$ cat config.mk
export PLATFORM = sky130hd
export DESIGN_NAME = ct_ebiu_ncwt_bresp_arb
export DESIGN_NICKNAME = d
export VERILOG_FILES = /design/src/rtl/ct_ebiu_ncwt_pkg.sv /design/src/rtl/ct_ebiu_rr_arb_nc.sv /design/src/rtl/ct_ebiu_ncwt_bresp_arb.sv
export SDC_FILE = /design/constraint.sdc
export NUM_CORES = 1
export LEC_CHECK = 0
export ABC_AREA = 1
export BUFFER_PORTS_ARGS = -buffer_cell sky130_fd_sc_hd__clkbuf_2
export CELL_PAD_IN_SITES_DETAIL_PLACEMENT = 0
export CELL_PAD_IN_SITES_GLOBAL_PLACEMENT = 2
export CORE_MARGIN = 3
export CORE_UTILIZATION = 21
export CTS_CLUSTER_DIAMETER = 50
export DETAILED_ROUTE_END_ITERATION = 7
export GPL_ROUTABILITY_DRIVEN = 0
export PLACE_DENSITY_LB_ADDON = 0.1
export SLEW_MARGIN = 20
export SYNTH_ARGS = -nofsm -noshare
export SYNTH_HDL_FRONTEND = slang
export SYNTH_SLANG_ARGS = --single-unit
$ cat constraint.sdc
create_clock -name ncwt_ctrl_clk -period 3.9 [get_ports ncwt_ctrl_clk]
set_input_delay 0.195 -clock ncwt_ctrl_clk [delete_from_list [all_inputs] [get_ports ncwt_ctrl_clk]]
set_output_delay 0.195 -clock ncwt_ctrl_clk [all_outputs]
set_load 0.01 [all_outputs]
$ cat src/rtl/ct_ebiu_ncwt_pkg.sv
// Shared types and constants for the EBIU NC write-table response path.
package ct_ebiu_ncwt_pkg;

  localparam int unsigned NCWT_NUM_DEF = 8;
  localparam int unsigned PIU_NUM_DEF  = 4;

  localparam int unsigned ID_W       = 8;
  localparam int unsigned BRESP_W    = 2;
  localparam int unsigned NCWT_BUS_W = 10;
  localparam int unsigned ID_LSB     = 2;
  localparam int unsigned BRESP_LSB  = 0;

  localparam logic [1:0] BRESP_OKAY   = 2'b00;
  localparam logic [1:0] BRESP_EXOKAY = 2'b01;
  localparam logic [1:0] BRESP_SLVERR = 2'b10;
  localparam logic [1:0] BRESP_DECERR = 2'b11;

  typedef struct packed {
    logic [ID_W-1:0]    id;
    logic [BRESP_W-1:0] bresp;
  } ncwt_bus_t;

  // SLVERR and DECERR both carry bit 1.
  function automatic logic bresp_is_err(input logic [BRESP_W-1:0] bresp);
    return bresp[1];
  endfunction

endpackage

$ cat src/rtl/ct_ebiu_rr_arb_nc.sv
// Round-robin picker: first requester at or after ptr, wrapping; N must be a power of 2.
module ct_ebiu_rr_arb_nc #(
  parameter int unsigned N = 8,
  localparam int unsigned IDX_W = (N > 1) ? $clog2(N) : 1
) (
  input  logic [N-1:0]     req,
  input  logic [IDX_W-1:0] ptr,
  output logic [N-1:0]     gnt,
  output logic [IDX_W-1:0] gnt_idx,
  output logic             gnt_vld
);

  logic [IDX_W-1:0] idx;

  always_comb begin
    gnt     = '0;
    gnt_idx = '0;
    gnt_vld = 1'b0;
    idx     = '0;
    for (int k = 0; k < N; k++) begin
      idx = ptr + IDX_W'(k);
      if (!gnt_vld && req[idx]) begin
        gnt_vld = 1'b1;
        gnt_idx = idx;
      end
    end
    gnt[gnt_idx] = gnt_vld;
  end

endmodule

$ cat src/rtl/ct_ebiu_ncwt_bresp_arb.sv
// Arbitrates ncwt entry write responses onto the per-PIU B channels through a single slot.
// Optional: define EBIU_NCWT_BRESP_ERR_CNT_EN to add the saturating error-response counter.
module ct_ebiu_ncwt_bresp_arb
  import ct_ebiu_ncwt_pkg::*;
#(
  parameter int unsigned NCWT_NUM = NCWT_NUM_DEF,
  parameter int unsigned PIU_NUM  = PIU_NUM_DEF
) (
  input  logic                           ncwt_ctrl_clk,
  input  logic                           cpurst_b,
  input  logic [NCWT_NUM-1:0]            ncwt_bvalid_vec,
  input  logic [NCWT_NUM*NCWT_BUS_W-1:0] ncwt_bus_flat,
  input  logic [NCWT_NUM*PIU_NUM-1:0]    ncwt_piu_sel_flat,
  input  logic [PIU_NUM-1:0]             piu_ebiu_bready,
  output logic [NCWT_NUM-1:0]            ncwt_bresp_accept_en,
  output logic [PIU_NUM-1:0]             ebiu_piu_bvalid,
  output logic [ID_W-1:0]                ebiu_piu_bid,
  output logic [BRESP_W-1:0]             ebiu_piu_bresp,
  output logic                           ncwt_bresp_busy
`ifdef EBIU_NCWT_BRESP_ERR_CNT_EN
  ,
  output logic [7:0]                     ncwt_bresp_err_cnt
`endif
);

  localparam int unsigned IDX_W = $clog2(NCWT_NUM);

  ncwt_bus_t          bus_arr [NCWT_NUM];
  logic [PIU_NUM-1:0] sel_arr [NCWT_NUM];

  for (genvar i = 0; i < NCWT_NUM; i++) begin : g_unpack
    assign bus_arr[i].id    = ncwt_bus_flat[i*NCWT_BUS_W+ID_LSB +: ID_W];
    assign bus_arr[i].bresp = ncwt_bus_flat[i*NCWT_BUS_W+BRESP_LSB +: BRESP_W];
    assign sel_arr[i]       = ncwt_piu_sel_flat[i*PIU_NUM +: PIU_NUM];
  end

  logic [PIU_NUM-1:0]  pend_q;
  logic [PIU_NUM-1:0]  pend_left;
  ncwt_bus_t           slot_q;
  logic [IDX_W-1:0]    rr_ptr_q;
  logic [NCWT_NUM-1:0] gnt;
  logic [IDX_W-1:0]    gnt_idx;
  logic                gnt_vld;
  logic                slot_free;
  logic                load;

  ct_ebiu_rr_arb_nc #(
    .N (NCWT_NUM)
  ) u_rr_arb (
    .req     (ncwt_bvalid_vec),
    .ptr     (rr_ptr_q),
    .gnt     (gnt),
    .gnt_idx (gnt_idx),
    .gnt_vld (gnt_vld)
  );

  // Slot is reusable this cycle if every still-pending PIU is handshaking now.
  assign pend_left = pend_q & ~piu_ebiu_bready;
  assign slot_free = ~|pend_left;
  // Reset gating keeps the accept pulse quiet while the entries are being reset.
  assign load      = slot_free & gnt_vld & cpurst_b;

  assign ncwt_bresp_accept_en = load ? gnt : '0;
  assign ebiu_piu_bvalid      = pend_q;
  assign ebiu_piu_bid         = slot_q.id;
  assign ebiu_piu_bresp       = slot_q.bresp;
  assign ncwt_bresp_busy      = |pend_q;

  always_ff @(posedge ncwt_ctrl_clk or negedge cpurst_b) begin
    if (!cpurst_b) begin
      pend_q   <= '0;
      slot_q   <= '0;
      rr_ptr_q <= '0;
    end else if (load) begin
      pend_q   <= sel_arr[gnt_idx];
      slot_q   <= bus_arr[gnt_idx];
      rr_ptr_q <= gnt_idx + IDX_W'(1);
    end else begin
      pend_q   <= pend_left;
    end
  end

`ifdef EBIU_NCWT_BRESP_ERR_CNT_EN
  always_ff @(posedge ncwt_ctrl_clk or negedge cpurst_b) begin
    if (!cpurst_b) begin
      ncwt_bresp_err_cnt <= '0;
    end else if (load && bresp_is_err(bus_arr[gnt_idx].bresp)
                 && (ncwt_bresp_err_cnt != 8'hFF)) begin
      ncwt_bresp_err_cnt <= ncwt_bresp_err_cnt + 8'd1;
    end
  end
`endif

`ifndef SYNTHESIS
  // resp_done is registered in the entry, so bvalid must fall the cycle after accept.
  for (genvar i = 0; i < NCWT_NUM; i++) begin : g_sva
    a_no_rebvalid: assert property (@(posedge ncwt_ctrl_clk) disable iff (!cpurst_b)
      ncwt_bresp_accept_en[i] |=> !ncwt_bvalid_vec[i]);
  end

  a_sel_nonzero: assert property (@(posedge ncwt_ctrl_clk) disable iff (!cpurst_b)
    load |-> |sel_arr[gnt_idx]);
`endif

endmodule

==> results.md, run 1 <==
* Max-cap violations at 0
* Final min period at 3.52 ns
* Syn_nets at 672
* Area contributors post-synth: nand2_1 29%, nand3_1 19%, dfrtp_1 15%
* Port-buffer cells at 148
* Pin count of the biggest net entering global routing at 46
* Clock slew at reported path FFs at 0.05 ns
* Drt wl/cell at 13.8 um
* Worst Clk Skew at 0.00351 ns
* Setup TNS at 0 ns
* Via density per instance at 4.35
* Number of clock sinks at 17
* Hold Path Stages at 3
* Die H at 124 um
* Initial antenna violation count at 0
* Hold Vio Cnt, Final at 0
* Vias in the first global route at 3647
* Clock tree root driver cell: clkbuf_16
* Area delta synth->final at 34.8%
* Arrival @ worst endpoint at 3.33 ns
* Slew HR at 64.2%
* Flop-to-flop setup slack at 0.51 ns
* Hold endpoint: ebiu_piu_bvalid[0]$_DFF_PN0_
* Max-slew violations at 0
* HPWL after DPL at 9.83 mm
* Crit path launch type: register
* Starting DRT DRC Count at 206
* Boundary pin count at 149
* Core footprint at 13400 um^2
* Register area share after synthesis at 14.6%
* RSZ-0062 raised after global routing: false
* Synthesized area per cell at 5.34 um^2
* Rows at 42
* H-tree levels at 1
* Crit Path Class: reg -> out
* TritonCTS clock tree: yes
* Post-route ant nets at 0
* # nets final at 810
* Synth Register Bits at 17
* Vias at 3729
* Max Freq at 0.284 GHz
* Total Wirelength at 11.8 mm
* Yosys cell types at 31
* Setup-failing EPs final at 0
* Die X at 124 um
* Post-synth top area cell: nand2_1
* Mapped cell area at 2910 um^2
* Tcrit/Tclk final at 90.3%
* Reg2reg start: rr_ptr_q[0]$_DFFE_PN0P_
* CP Capture Type: output pin
* Share of layout cells above drive strength 1 at 29.4%
* DRC viols at 0
* Synthesis Warnings at 0
* CP Max Fanout at 18
* Tightest Pin Transition at 0.534 ns
* First-pass DRT Iterations at 4
* Most frequent cells in the layout: 222 x nand2_1, 148 x clkbuf_2, 111 x nand3_1
* Hold Startpoint: ncwt_piu_sel_flat[8]
* Required @ worst endpoint at 3.70 ns
* Num CTS Buffers at 3
* Worst r2r dst: ebiu_piu_bvalid[0]$_DFF_PN0_
* Postcts setup bufs at 0
* Grt total ovfl at 0
* Max Buffers Root-to-Sink at 2
* First-pass GRT wire length at 18.1 mm
* R2r worst-path depth at 17
* Initial Util at 21.7%
* Gr usage total at 14.9%
* Worst Hold Class: in -> reg
* Syn Inst Count at 544
* Die ar. at 15300 um^2
* Most common cell after layout, fill and taps aside: nand2_1
* Diodes inserted at 0
* Synth top area share at 28.7%
* Worst-Skew Late Latency at 0.25 ns
* Outcome: finished, final reports clean
==> worst max path at each step <==
stage | from | end | depth (start not counted)
6_report | rr_ptr_q[0]$_DFFE_PN0P_ | ncwt_bresp_accept_en[5] | 15
5_1_grt | rr_ptr_q[0]$_DFFE_PN0P_ | ncwt_bresp_accept_en[5] | 15
4_1_cts | rr_ptr_q[0]$_DFFE_PN0P_ | ncwt_bresp_accept_en[7] | 16
3_5_place_dp | rr_ptr_q[0]$_DFFE_PN0P_ | ebiu_piu_bvalid[0]$_DFF_PN0_ | 17
3_3_place_gp | rr_ptr_q[0]$_DFFE_PN0P_ | ebiu_piu_bvalid[0]$_DFF_PN0_ | 17
2_1_floorplan | rr_ptr_q[0]$_DFFE_PN0P_ | ncwt_bresp_accept_en[0] | 19
==> timing repair <==
item                                    in CTS  in global routing
endpoints found under the setup margin       0                  5
resized for setup                            0                  2
hold buffers                                 1                  0
endpoints found under the hold margin       17                  0
==> critical path, stage by stage (launching register included) <==
cell	delay, ns
dfrtp_2	0.49
inv_2	0.06
ha_1	0.40
inv_2	0.16
nand3_1	0.15
nand3_2	0.12
nand2_2	0.08
nor2_4	0.14
nand3_1	0.10
o21ai_0	0.26
nand3b_4	0.34
nand2_4	0.21
inv_2	0.16
nand2_1	0.10
nor2_1	0.13
clkbuf_2	0.14
==> cells by family (layout without fill, tap and decap cells) <==
family          after synthesis  in the layout  synth area share, %
simple gates                410            410                 66.0
buf+inv                     101            238                 15.4
flops                        17             17                 14.6
compound gates               10             10                 1.94
xor+xnor                      4              4                 1.21
fa+ha+maj                     2              2                0.861
==> registers in the layout, indices dropped and copies added, names as in the netlist <==
register and count:
rr_ptr_q 3, ebiu_piu_bvalid 4, ebiu_piu_bid 8, ebiu_piu_bresp 2
==> through the flow <==
stage,instances,utilization [%],setup WS (ns),hold slack [ns],cell area (um^2)
after CTS,857,29.2,0.171,0.174,3910
after detailed placement,852,28.5,0.420,0.178,3820
after global routing,857,29.2,0.0425,0.204,3920
after global placement,852,28.5,0.499,0.177,3820
final,857,29.2,0.380,0.173,3920
after floorplan,544,-,0.960,-0.101,2910
==> Yosys cell counts <==
| cell type | n |
|---|---|
| a21oi_1 | 2 |
| a31oi_1 | 2 |
| buf_2 | 18 |
| buf_4 | 4 |
| buf_6 | 4 |
| clkbuf_1 | 3 |
| clkinv_1 | 1 |
| dfrtp_1 | 17 |
| ha_1 | 2 |
| inv_1 | 64 |
| inv_2 | 7 |
| nand2_1 | 222 |
| nand2_2 | 7 |
| nand2_4 | 1 |
| nand3_1 | 112 |
| nand3_2 | 11 |
| nand3b_1 | 17 |
| nand3b_4 | 1 |
| nand4_1 | 6 |
| nand4_4 | 1 |
| nor2_1 | 23 |
| nor2_2 | 1 |
| nor2_4 | 2 |
| nor3_1 | 3 |
| nor4b_1 | 1 |
| o211ai_1 | 1 |
| o21ai_0 | 4 |
| o22ai_1 | 1 |
| or2_2 | 2 |
| xnor2_1 | 2 |
| xor2_1 | 2 |
==> routing by layer <==
| metal | routed length, um | up-vias | GRT usage, % | share of wire (%) |
|---|---|---|---|---|
| met3 | 818 | 6 | 2.77 | 6.9 |
| met5 | 0 | - | 0 | 0 |
| met2 | 5070 | 127 | 22.8 | 43 |
| li1 | - | 1988 | - | - |
| met4 | 84 | 0 | 1.31 | 0.71 |
| met1 | 5860 | 1608 | 22.6 | 50 |
==> area by class of cell <==
type | count | area, um^2
Fill cell | 1583 | 9490
Multi-Input combinational cell | 426 | 2050
Timing Repair Buffer | 162 | 873
Sequential cell | 17 | 427
Inverter | 72 | 270
Tap cell | 176 | 220
Clock buffer | 4 | 78.8
Power of run 1 is left out: the tool's default activity adds up to more than one toggle a clock period on the data nets, which glitch-free logic cannot reach.
==> run 2: changes to the inputs <==
==> constraint.sdc (replaced) <==
create_clock -name ncwt_ctrl_clk -period 3.3 [get_ports ncwt_ctrl_clk]
set_input_delay 0.165 -clock ncwt_ctrl_clk [delete_from_list [all_inputs] [get_ports ncwt_ctrl_clk]]
set_output_delay 0.165 -clock ncwt_ctrl_clk [all_outputs]
set_load 0.01 [all_outputs]
==> results.md, run 2 (synthesis gave the netlist of run 1 again) <==
* Final min period at 3.07 ns
* Vias at 3795 (+1.8%)
* Most crowded layer after global routing: met2
* Worst Hold Class: in -> reg
* RSZ-0062 raised after global routing: false
* Gr usage total at 14.8% (-0.12 points)
* Most common cell after layout, fill and taps aside: nand2_1
* Diodes inserted at 0 (unchanged)
* Worst Clk Skew at 0.00302 ns (-0.000491 ns)
* TritonCTS clock tree: yes
* Crit path launch type: register
* Rows at 42 (unchanged)
* Required @ worst endpoint at 3.13 ns (-0.57 ns)
* Initial antenna violation count at 0 (unchanged)
* Area delta synth->final at 37.0%
* Drt wl/cell at 13.7 um (-0.55%)
* Post-placement cell count at 853 (+0.12%)
* First-pass GRT wire length at 18.4 mm (+1.4%)
* Crit Path Class: reg -> out
* Num CTS Buffers at 3 (unchanged)
* Max Freq at 0.325 GHz
* Area of placed instances at 3830 um^2 (+0.20%)
* H-tree levels at 1 (unchanged)
* Total Wirelength at 11.8 mm (about the same)
* Max-cap violations at 0 (unchanged)
* Die X at 124 um (unchanged)
* M2 GR Usage at 24.0% (+1.1 points)
* R2r worst-path depth at 17 (unchanged)
* Most frequent cells in the layout: 222 x nand2_1, 148 x clkbuf_2, 111 x nand3_1
* Met1 Use GR at 21.8% (-0.76 points)
* Clock slew at reported path FFs at 0.05 ns (about the same)
* Boundary pin count at 149 (unchanged)
* Post-route ant nets at 0 (unchanged)
* Share of layout cells above drive strength 1 at 30.2% (+0.81 points)
* Via density per instance at 4.40 (+1.2%)
* HPWL after DPL at 9.60 mm (-2.3%)
* Port-buffer cells at 148 (unchanged)
* Max reg flops at 8 (unchanged)
* First-pass DRT Iterations at 7 (+3)
* Number of clock sinks at 17 (unchanged)
* Starting DRT DRC Count at 150 (-27%)
* Setup-failing EPs final at 0 (unchanged)
* Final instance area at 3980 um^2 (+1.7%)
* Initial Util at 21.7% (unchanged)
* Max Buffers Root-to-Sink at 2 (unchanged)
* Core footprint at 13400 um^2 (unchanged)
* Arrival @ worst endpoint at 2.91 ns (-0.42 ns)
* Die H at 124 um (unchanged)
* DRC viols at 0 (unchanged)
* Max-slew violations at 0 (unchanged)
* Slew HR at 66.2% (+2.0 points)
* Worst-Skew Late Latency at 0.25 ns (about the same)
* Outcome: finished, final reports clean
* Reg area at 425 um^2 (-0.29%)
* Hold Path Stages at 3 (unchanged)
* Die ar. at 15300 um^2 (unchanged)
* Vias in the first global route at 3691 (+1.2%)
* Tcrit/Tclk final at 93.1%
* Hold Vio Cnt, Final at 0 (unchanged)
* Area of the multi-input gates at 2070 um^2 (+1.3%)
* Post-Layout Cell Count at 862 (+0.58%)
* Grt total ovfl at 0 (unchanged)
* Filler cells at 1607 (+1.5%)
* Clock tree root driver cell: clkbuf_16
* Tightest Pin Transition at 0.505 ns (-0.0291 ns)
* CP Max Fanout at 14 (-4)
* Pin count of the biggest net entering global routing at 54 (+17%)
* CP Capture Type: output pin
* Met3 GRT Util at 2.50% (-0.27 points)
* Setup TNS at 0 ns (unchanged)
* # nets final at 815 (+0.62%)
==> run 2: what timing repair did <==
action | CTS | global route
gates resized for setup | 1 | 6
cloned | 0 | 0
setup buffers | 0 | 4
setup endpoints to repair | 3 | 22
pin swaps | 0 | 1
hold buffers | 1 | 0
hold endpoints to repair | 17 | 0
==> run 2: stage by stage <==
stage	setup slack, ns	hold WS (ns)	utilization, %
detailed placement	0.115	0.153	28.6
global placement	0.0859	0.140	28.6
floorplan	0.390	-0.131	-
global route	0.00623	0.170	29.7
CTS	0.0308	0.139	29.3
finish	0.226	0.139	29.7
==> run 2: critical path, stage by stage (launching register included) <==
cell	delay, ns
dfrtp_1	0.52
xnor2_1	0.46
inv_1	0.16
nand2_1	0.12
nand2_2	0.11
nand3_1	0.10
nor2_1	0.06
nand3_1	0.07
nand3_1	0.07
nor2_1	0.16
nand2_1	0.08
nor2_2	0.12
buf_4	0.23
nand2_1	0.12
nor2_1	0.13
clkbuf_2	0.14
==> run 2: layer usage <==
| layer | up-vias | routed length, um |
|---|---|---|
| li1 | 1995 | - |
| met1 | 1671 | 5840 |
| met2 | 125 | 5170 |
| met3 | 4 | 782 |
| met4 | 0 | 42 |
| met5 | - | 0 |
==> run 2: path summary, 6_finish.rpt <==
kind | from | slack [ns] | end
setup / recovery | rr_ptr_q[2]$_DFFE_PN0P_ | 0.23 | ncwt_bresp_accept_en[5]
hold / removal | ncwt_piu_sel_flat[8] | 0.14 | ebiu_piu_bvalid[0]$_DFF_PN0_
setup reg to reg | rr_ptr_q[1]$_DFFE_PN0P_ | 0.31 | ebiu_piu_bvalid[1]$_DFF_PN0_
hold reg to reg | ebiu_piu_bid[1]$_DFFE_PN0P_ | 0.50 | ebiu_piu_bid[1]$_DFFE_PN0P_
max in group asynchronous | cpurst_b | 2.68 | ebiu_piu_bresp[1]$_DFFE_PN0P_
min in group asynchronous | cpurst_b | 0.41 | rr_ptr_q[1]$_DFFE_PN0P_
==> run 2: area by class of cell <==
class,instances,area share (%)
Clock buffer,4,1.98
Inverter,72,6.79
Multi-Input combinational cell,426,52.0
Sequential cell,17,10.7
Tap cell,176,5.53
Timing Repair Buffer,167,23.0
Power of run 2 is left out for the same reason.
